**src/rtl/dmem_bridge.sv**
```systemverilog
// MEM-stage data-memory bus master: issues one SRAM-like request per memory
// instruction, stalls the pipeline until the transfer completes, maps kseg0/1.
module dmem_bridge #(
  parameter bit MAP_KSEG = 1'b1
) (
  input  logic        clk,
  input  logic        resetn,
  input  logic        mem_en,
  input  logic        mem_we,
  input  logic [3:0]  wea,
  input  logic [31:0] addr,
  input  logic [31:0] wdata,
  input  logic        exc_m,
  input  logic        flush,
  input  logic        pipe_stall,
  output logic        mem_stall,
  output logic [31:0] rdata,
  output logic        data_req,
  output logic        data_wr,
  output logic [1:0]  data_size,
  output logic [31:0] data_addr,
  output logic [31:0] data_wdata,
  input  logic        data_addr_ok,
  input  logic        data_data_ok,
  input  logic [31:0] data_rdata
);

  typedef enum logic [2:0] {
    S_IDLE  = 3'd0,
    S_REQ   = 3'd1,
    S_WAIT  = 3'd2,
    S_HOLD  = 3'd3,
    S_DRAIN = 3'd4
  } state_e;

  state_e      state_q, state_d;
  logic        wr_q, wr_d;
  logic [1:0]  size_q, size_d;
  logic [31:0] addr_q, addr_d;
  logic [31:0] wdata_q, wdata_d;
  logic [31:0] rdata_q, rdata_d;
  logic        drop_q, drop_d;

  logic        wea_legal;
  logic [1:0]  st_size;
  logic [31:0] phys_addr;
  logic        issue;

  // Byte-enable patterns the bus can express; anything else is a dropped store.
  always_comb begin
    wea_legal = 1'b1;
    st_size   = 2'd0;
    case (wea)
      4'b0001, 4'b0010, 4'b0100, 4'b1000: st_size = 2'd0;
      4'b0011, 4'b1100:                   st_size = 2'd1;
      4'b1111:                            st_size = 2'd2;
      default:                            wea_legal = 1'b0;
    endcase
  end

  assign phys_addr = (MAP_KSEG && addr[31:30] == 2'b10) ? {3'b000, addr[28:0]} : addr;
  assign issue     = mem_en & ~exc_m & ~flush & (~mem_we | wea_legal);

  // NOTE: every variable gets a default at the top so no path infers a latch.
  always_comb begin
    state_d   = state_q;
    wr_d      = wr_q;
    size_d    = size_q;
    addr_d    = addr_q;
    wdata_d   = wdata_q;
    rdata_d   = rdata_q;
    drop_d    = drop_q;
    mem_stall = 1'b0;
    rdata     = rdata_q;
    case (state_q)
      S_IDLE: begin
        if (issue) begin
          state_d   = S_REQ;
          wr_d      = mem_we;
          size_d    = mem_we ? st_size : 2'd2;
          addr_d    = mem_we ? phys_addr : {phys_addr[31:2], 2'b00};
          wdata_d   = wdata;
          drop_d    = 1'b0;
          mem_stall = 1'b1;
        end
      end
      S_REQ: begin
        // The request is never withdrawn; a flush only marks the reply for discard.
        mem_stall = 1'b1;
        if (flush) drop_d = 1'b1;
        if (data_addr_ok) state_d = (drop_q | flush) ? S_DRAIN : S_WAIT;
      end
      S_WAIT: begin
        mem_stall = ~data_data_ok;
        if (data_data_ok) begin
          rdata_d = data_rdata;
          rdata   = data_rdata;
          state_d = (pipe_stall & ~flush) ? S_HOLD : S_IDLE;
        end else if (flush) begin
          state_d = S_DRAIN;
        end
      end
      S_HOLD: begin
        if (~pipe_stall | flush) state_d = S_IDLE;
      end
      S_DRAIN: begin
        mem_stall = mem_en;
        if (data_data_ok) state_d = S_IDLE;
      end
      default: state_d = S_IDLE;
    endcase
  end

  // NOTE: sequential state uses non-blocking assignments only.
  always_ff @(posedge clk) begin
    if (!resetn) begin
      state_q <= S_IDLE;
      wr_q    <= 1'b0;
      size_q  <= 2'd0;
      addr_q  <= 32'd0;
      wdata_q <= 32'd0;
      rdata_q <= 32'd0;
      drop_q  <= 1'b0;
    end else begin
      state_q <= state_d;
      wr_q    <= wr_d;
      size_q  <= size_d;
      addr_q  <= addr_d;
      wdata_q <= wdata_d;
      rdata_q <= rdata_d;
      drop_q  <= drop_d;
    end
  end

  assign data_req   = (state_q == S_REQ);
  assign data_wr    = wr_q;
  assign data_size  = size_q;
  assign data_addr  = addr_q;
  assign data_wdata = wdata_q;

endmodule

```
**config.mk**
```make
export PLATFORM = sky130hd
export DESIGN_NAME = dmem_bridge
export DESIGN_NICKNAME = d
export VERILOG_FILES = /design/src/rtl/dmem_bridge.sv
export SDC_FILE = /design/constraint.sdc
export NUM_CORES = 1
export LEC_CHECK = 0
export CORE_MARGIN = 2
export CORE_UTILIZATION = 37
export DETAILED_ROUTE_END_ITERATION = 8
export PLACE_DENSITY_LB_ADDON = 0.08
export SLEW_MARGIN = 20
export SYNTH_ARGS = -nofsm -noshare
export SYNTH_HDL_FRONTEND = slang
export SYNTH_SLANG_ARGS = --single-unit
export TNS_END_PERCENT = 5
```
**constraint.sdc**
```tcl
create_clock -name clk -period 1.71 [get_ports clk]
set_input_delay 0.342 -clock clk [delete_from_list [all_inputs] [get_ports clk]]
set_output_delay 0.342 -clock clk [all_outputs]
set_load 0.02 [all_outputs]
```
==> results of run 1 <==
## per-stage QoR
| stage | setup TNS (ns) | instance area (um^2) |
|---|---|---|
| 3_5_place_dp | -98.83 | 6619 |
| 3_3_place_gp | -93.61 | 6619 |
| 6_report | -13.83 | 7279 |
| 5_1_grt | -20.28 | 7279 |
| 2_1_floorplan | -1.340 | 4278 |
| 4_1_cts | -16.19 | 7201 |
## per-layer routing
metal | GRT usage [%] | share of wire [%] | up-vias | routed length (um)
met1 | 21.83 | 42 | 1748 | 4918
met5 | 0 | 0 | - | 0
met4 | 7.572 | 2.0 | 0 | 227
li1 | - | - | 1931 | -
met2 | 31.71 | 49 | 128 | 5711
met3 | 5.444 | 6.5 | 16 | 760
## power by group through the flow
stage | Clock (mW) | Combinational [mW] | Sequential (mW)
2_1_floorplan | 0 | 0.227 | 2.59
3_3_place_gp | 0 | 0.704 | 2.53
3_5_place_dp | 0 | 0.716 | 2.53
4_1_cts | 2.11 | 0.740 | 2.48
5_1_grt | 2.21 | 0.795 | 2.48
6_report | 2.04 | 0.740 | 2.48
## Yosys cell counts, types with 2 or more instances
master / count
nor4bb_1: 2
buf_6: 2
nand3_1: 6
mux2i_1: 67
or2_2: 2
nand2b_1: 4
nor2_1: 7
clkbuf_1: 21
nand2_1: 133
a21oi_1: 2
mux2_1: 9
mux2_2: 23
inv_1: 3
dfxtp_1: 103
o21ai_0: 3
buf_4: 5
and2_1: 33
buf_2: 4
and3_1: 2
o22ai_1: 2
## final cells by class
class | count | area [um^2]
Clock buffer | 12 | 256.5
Sequential cell | 103 | 2068
Inverter | 3 | 11.26
Multi-Input combinational cell | 312 | 2212
Clock inverter | 3 | 42.54
Tap cell | 143 | 178.9
Timing Repair Buffer | 246 | 2510
Fill cell | 941 | 4041
## sequential cells by signal (all words and copies together), names as in the netlist
register    count
rdata_q        32
data_wr         1
data_wdata     32
data_size       2
state_q         3
data_addr      32
drop_q          1
## what timing repair did
item,CTS,global route
pin swaps,4,2
setup endpoints to repair,134,106
buffers inserted,6,3
gates cloned,3,0
gates resized for setup,240,33
## critical path, stage by stage (launching register included)
cell and delay, ns:
dfxtp_4 0.36, nor4bb_4 0.29, buf_4 0.18, buf_12 0.10
buf_16 0.11, mux2_4 0.31, buf_6 0.13
## cell families (layout without fill, tap and decap cells)
group	count (synthesis)	count (layout)	synth area share [%]
muxes	99	99	24.13
and+or+nand+nor	196	196	20.64
DFF	103	103	48.26
buffers and inverters	36	264	4.334
AOI/OAI and AO/OA	17	17	2.636
## worst paths after layout
kind | from | to | slack (ns) | cells after the start
min | resetn | data_wdata[22] | 0.35 | 3
max reg2reg | state_q[0] | data_size[0] | 0.01 | 7
max | state_q[0] | rdata[11] | -0.46 | 6
min reg2reg | data_addr[3] | data_addr[3] | 0.46 | 2
==> out/results.txt, run 1 <==
Clock Skew: 0.009207 ns
register share of total power: 47.1%
Layout Cells excl Fill: 822
top cells by area, synth: dfxtp_1 48%, mux2i_1 16%, nand2_1 12%
sequential share of the synthesized area: 48.26%
largest net degree at the start of global routing: 63
dpl hpwl: 8039 um
status: finished with violations
Hold WC Path Type: input pin to flip-flop
core area: 11,320 um^2
Int Power: 4.091 mW
fin crit share: 126.6%
Crit. End Element: output pin
Clock Tree Buf Depth: 2
DR DRC count: 0
die width: 111.5 um
Syn Std Cell Area: 4273 um^2
H-tree lvl count: 3
first-pass GRT wire length: 18,970 um
yosys warns: 0
Cells after Synth: 451
via count: 3,823
Worst-Margin Slew: 0.5041 ns
Final setup viols: 33
Worst Path Arrival: 1.82 ns
Max Cap Viol: 0
detailed router's first-iteration violation count: 138
hold slack: 0.3495 ns
Post-Syn Area per Cell: 9.474 um^2
post-layout util: 64.30%
clock-pin slew on the worst setup and hold paths: 0.07 ns
CTS Buf Count: 9
CTS sink cnt: 103
Die Y: 111.5 um
DRT antenna net count: 0
routed length per instance: 14.13 um
port buffer count: 209
failing checks: negative setup slack
post-layout minimum cycle time: 2.165 ns
commonest non-fill, non-tap cell in the layout: clkdlybuf4s50_1
share of cells above drive strength 1: 19.59%
# diodes: 0
Setup CP Type: flip-flop to output pin
CTS hold repair buffers: 0
GRT Total Usage: 18.54%
Slew headroom: 66.39%
Pwr Total: 5.262 mW
vias in the first global route: 3,837
ys async rst share: 0%
Final nets: 784
CTS tree: built
Vias/cell: 4.651
Area Overhead vs Synth: 70.37%
Achievable Freq: 461.9 MHz
Max Slew Vio Count: 0
commonest non-fill, non-tap cells in the layout: 167 x clkdlybuf4s50_1, 132 x nand2_1, 100 x dfxtp_1
Worst Path Max Fanout: 6
number of I/O pins: 210
final hold viol count: 0
DR pass1 iterations: 4
Worst Path Required: 1.37 ns
Yosys reg bits: 103
total grt overflow: 0
final worst setup slack: -0.4551 ns
Final Routed Wirelength: 11,620 um
clk_lat worst skew: 0.34 ns
Unique masters post-synth: 38
share of the synthesized area in the top cell type: 48.26%
Cells after DPL: 798
Synthesized Nets: 560
Post-synth EDFFs: 0
Rows: 39
die area: 12,420 um^2
Pwr Density: 722.8 nW/um^2
unrepaired setup endpoints after global routing: true
initial antenna violation count: 0
Psw: 1.170 mW
startpoint types: flip-flop
Post-synth top flop: dfxtp_1
Leak: 2.881 nW
initial core utilization: 37.74%
Yosys top cell by area: dfxtp_1
Switching Share: 22.24%
combinational share of power: 14.1%
pre-CTS WS: -1.050 ns
Max rail drop VDD: 406.2 uV
Final GP Congestion: 0.7748
clk root buf: clkbuf_16
Clock Power Share: 38.8%
Power figures use the tool's default switching activity.
==> inputs of run 2 (changes only) <==
GPL_ROUTABILITY_DRIVEN = 0   (was not set)
SLEW_MARGIN = not set   (was 20)
==> results of run 2 <==
Final layout, timing and power as in run 1 (identical DEF).
==> inputs of run 3 (changes only) <==
CORE_UTILIZATION = 35   (was 37)
==> out/results.txt, run 3 (synthesized netlist as in run 1, its figures left out) <==
commonest non-fill, non-tap cells in the layout: 165 x clkdlybuf4s50_1, 133 x nand2_1, 100 x dfxtp_1
GRT Total Usage: 18.20%
Rows: 40
metal3 WL: 1017 um
initial core utilization: 35.72%
Max rail drop VDD: 403.2 uV
CTS Buf Count: 9
detailed router's first-iteration violation count: 194
post-layout minimum cycle time: 2.241 ns
final hold viol count: 0
initial antenna violation count: 0
DR pass1 iterations: 4
Routed met1 length: 5035 um
number of I/O pins: 210
share of cells above drive strength 1: 20.65%
Top Layer Used: met4
Clock Tree Buf Depth: 2
commonest non-fill, non-tap cell in the layout: clkdlybuf4s50_1
final worst setup slack: -0.5315 ns
Max Cap Viol: 0
H-tree lvl count: 3
total grt overflow: 0
Achievable Freq: 446.1 MHz
Worst Path Max Fanout: 6
Worst-Margin Slew: 0.4607 ns
fin crit share: 131.1%
CTS tree: built
Die Y: 114.5 um
DRT antenna net count: 0
DR WL met2: 5757 um
Filler cells: 1,040
clk root buf: clkbuf_16
# diodes: 0
Hold WC Path Type: input pin to flip-flop
Final Routed Wirelength: 12,030 um
DR DRC count: 0
Setup CP Type: flip-flop to output pin
Vias/cell: 4.646
Final setup viols: 81
CTS sink cnt: 103
vias in the first global route: 3,729
startpoint types: flip-flop
Clock Skew: 0.007268 ns
Worst Path Arrival: 1.90 ns
port buffer count: 209
status: finished with violations
Area Overhead vs Synth: 71.95%
pre-CTS WS: -0.9821 ns
core area: 11,960 um^2
first-pass GRT wire length: 18,620 um
dpl hpwl: 7974 um
clk_lat worst skew: 0.35 ns
Reg area: 2068 um^2
via count: 3,833
multi-input gate area in the final layout: 2218 um^2
Leak: 2.963 nW
Max Slew Vio Count: 0
Final nets: 782
Slew headroom: 69.28%
Worst Path Required: 1.37 ns
hold slack: 0.3386 ns
clock-pin slew on the worst setup and hold paths: 0.07 ns
largest net degree at the start of global routing: 65
Pwr Density: 767.4 nW/um^2
routed length per instance: 14.59 um
die width: 114.5 um
die area: 13,110 um^2
unrepaired setup endpoints after global routing: true
failing checks: negative setup slack
Crit. End Element: output pin
-- run 3: cell count changes in the layout (fill, tap and decap cells not counted), moves of 2 or more --
cell             delta
and2_1             -10
and2_4             +10
buf_16              +2
buf_2               +4
buf_6               -7
bufinv_16           +2
clkdlybuf4s50_1     -2
dlymetal6s2s_1      +2
mux2_1              +2
mux2_2              +3
mux2_4              -5
-- run 3: final timing paths --
check        cells after the start     startpoint       endpoint  slack, ns
max reg2reg                      7     state_q[0]  data_addr[29]      -0.16
max                              6     state_q[0]       rdata[0]      -0.53
min                              3         resetn        data_wr       0.34
min reg2reg                      2  data_wdata[9]  data_wdata[9]       0.45
-- run 3: timing repair --
item | 4_1_cts | 5_1_grt
setup endpoints to repair | 102 | 108
pin swaps | 3 | 2
gates cloned | 3 | 0
buffers inserted | 5 | 1
hold buffers | 0 | 0
resized for setup | 233 | 30
-- run 3: where the power goes --
| part | total, mW | switching [mW] | leakage, nW | internal (mW) |
|---|---|---|---|---|
| clock | 2.42 | 0.908 | 0.176 | 1.51 |
| sequential | 2.48 | 0.0277 | 0.835 | 2.45 |
| combinational | 0.741 | 0.304 | 1.95 | 0.437 |
-- run 3: layout make-up --
cell class,count,share of cell area (%)
Tap cell,147,2.503
Timing Repair Buffer,244,34.15
Sequential cell,103,28.15
Inverter,3,0.1533
Clock buffer,11,3.440
Clock inverter,5,1.413
Multi-Input combinational cell,312,30.19
-- run 3: per-stage QoR --
step	setup TNS, ns	utilization [%]	cells	power, mW	instance area (um^2)
after global routing	-30.10	61.42	825	5.851	7347
after floorplan	-1.340	-	451	2.817	4278
after global placement	-86.17	55.52	801	3.243	6641
after detailed placement	-90.00	55.52	801	3.255	6641
final	-22.15	61.42	825	5.638	7347
after CTS	-22.09	60.54	824	5.703	7242
-- run 3: routing by layer --
metal | track usage (%) | vias to the layer above
li1 | - | 1933
met1 | 21.32 | 1749
met5 | 0 | -
met3 | 6.141 | 15
met2 | 30.37 | 136
met4 | 7.642 | 0
-- run 3: worst max-delay path: stages, from the launching register on --
cell and delay (ns):
dfxtp_4 0.36, nor4bb_4 0.30, buf_4 0.18, buf_6 0.13
buf_16 0.14, mux2_4 0.31, buf_6 0.13
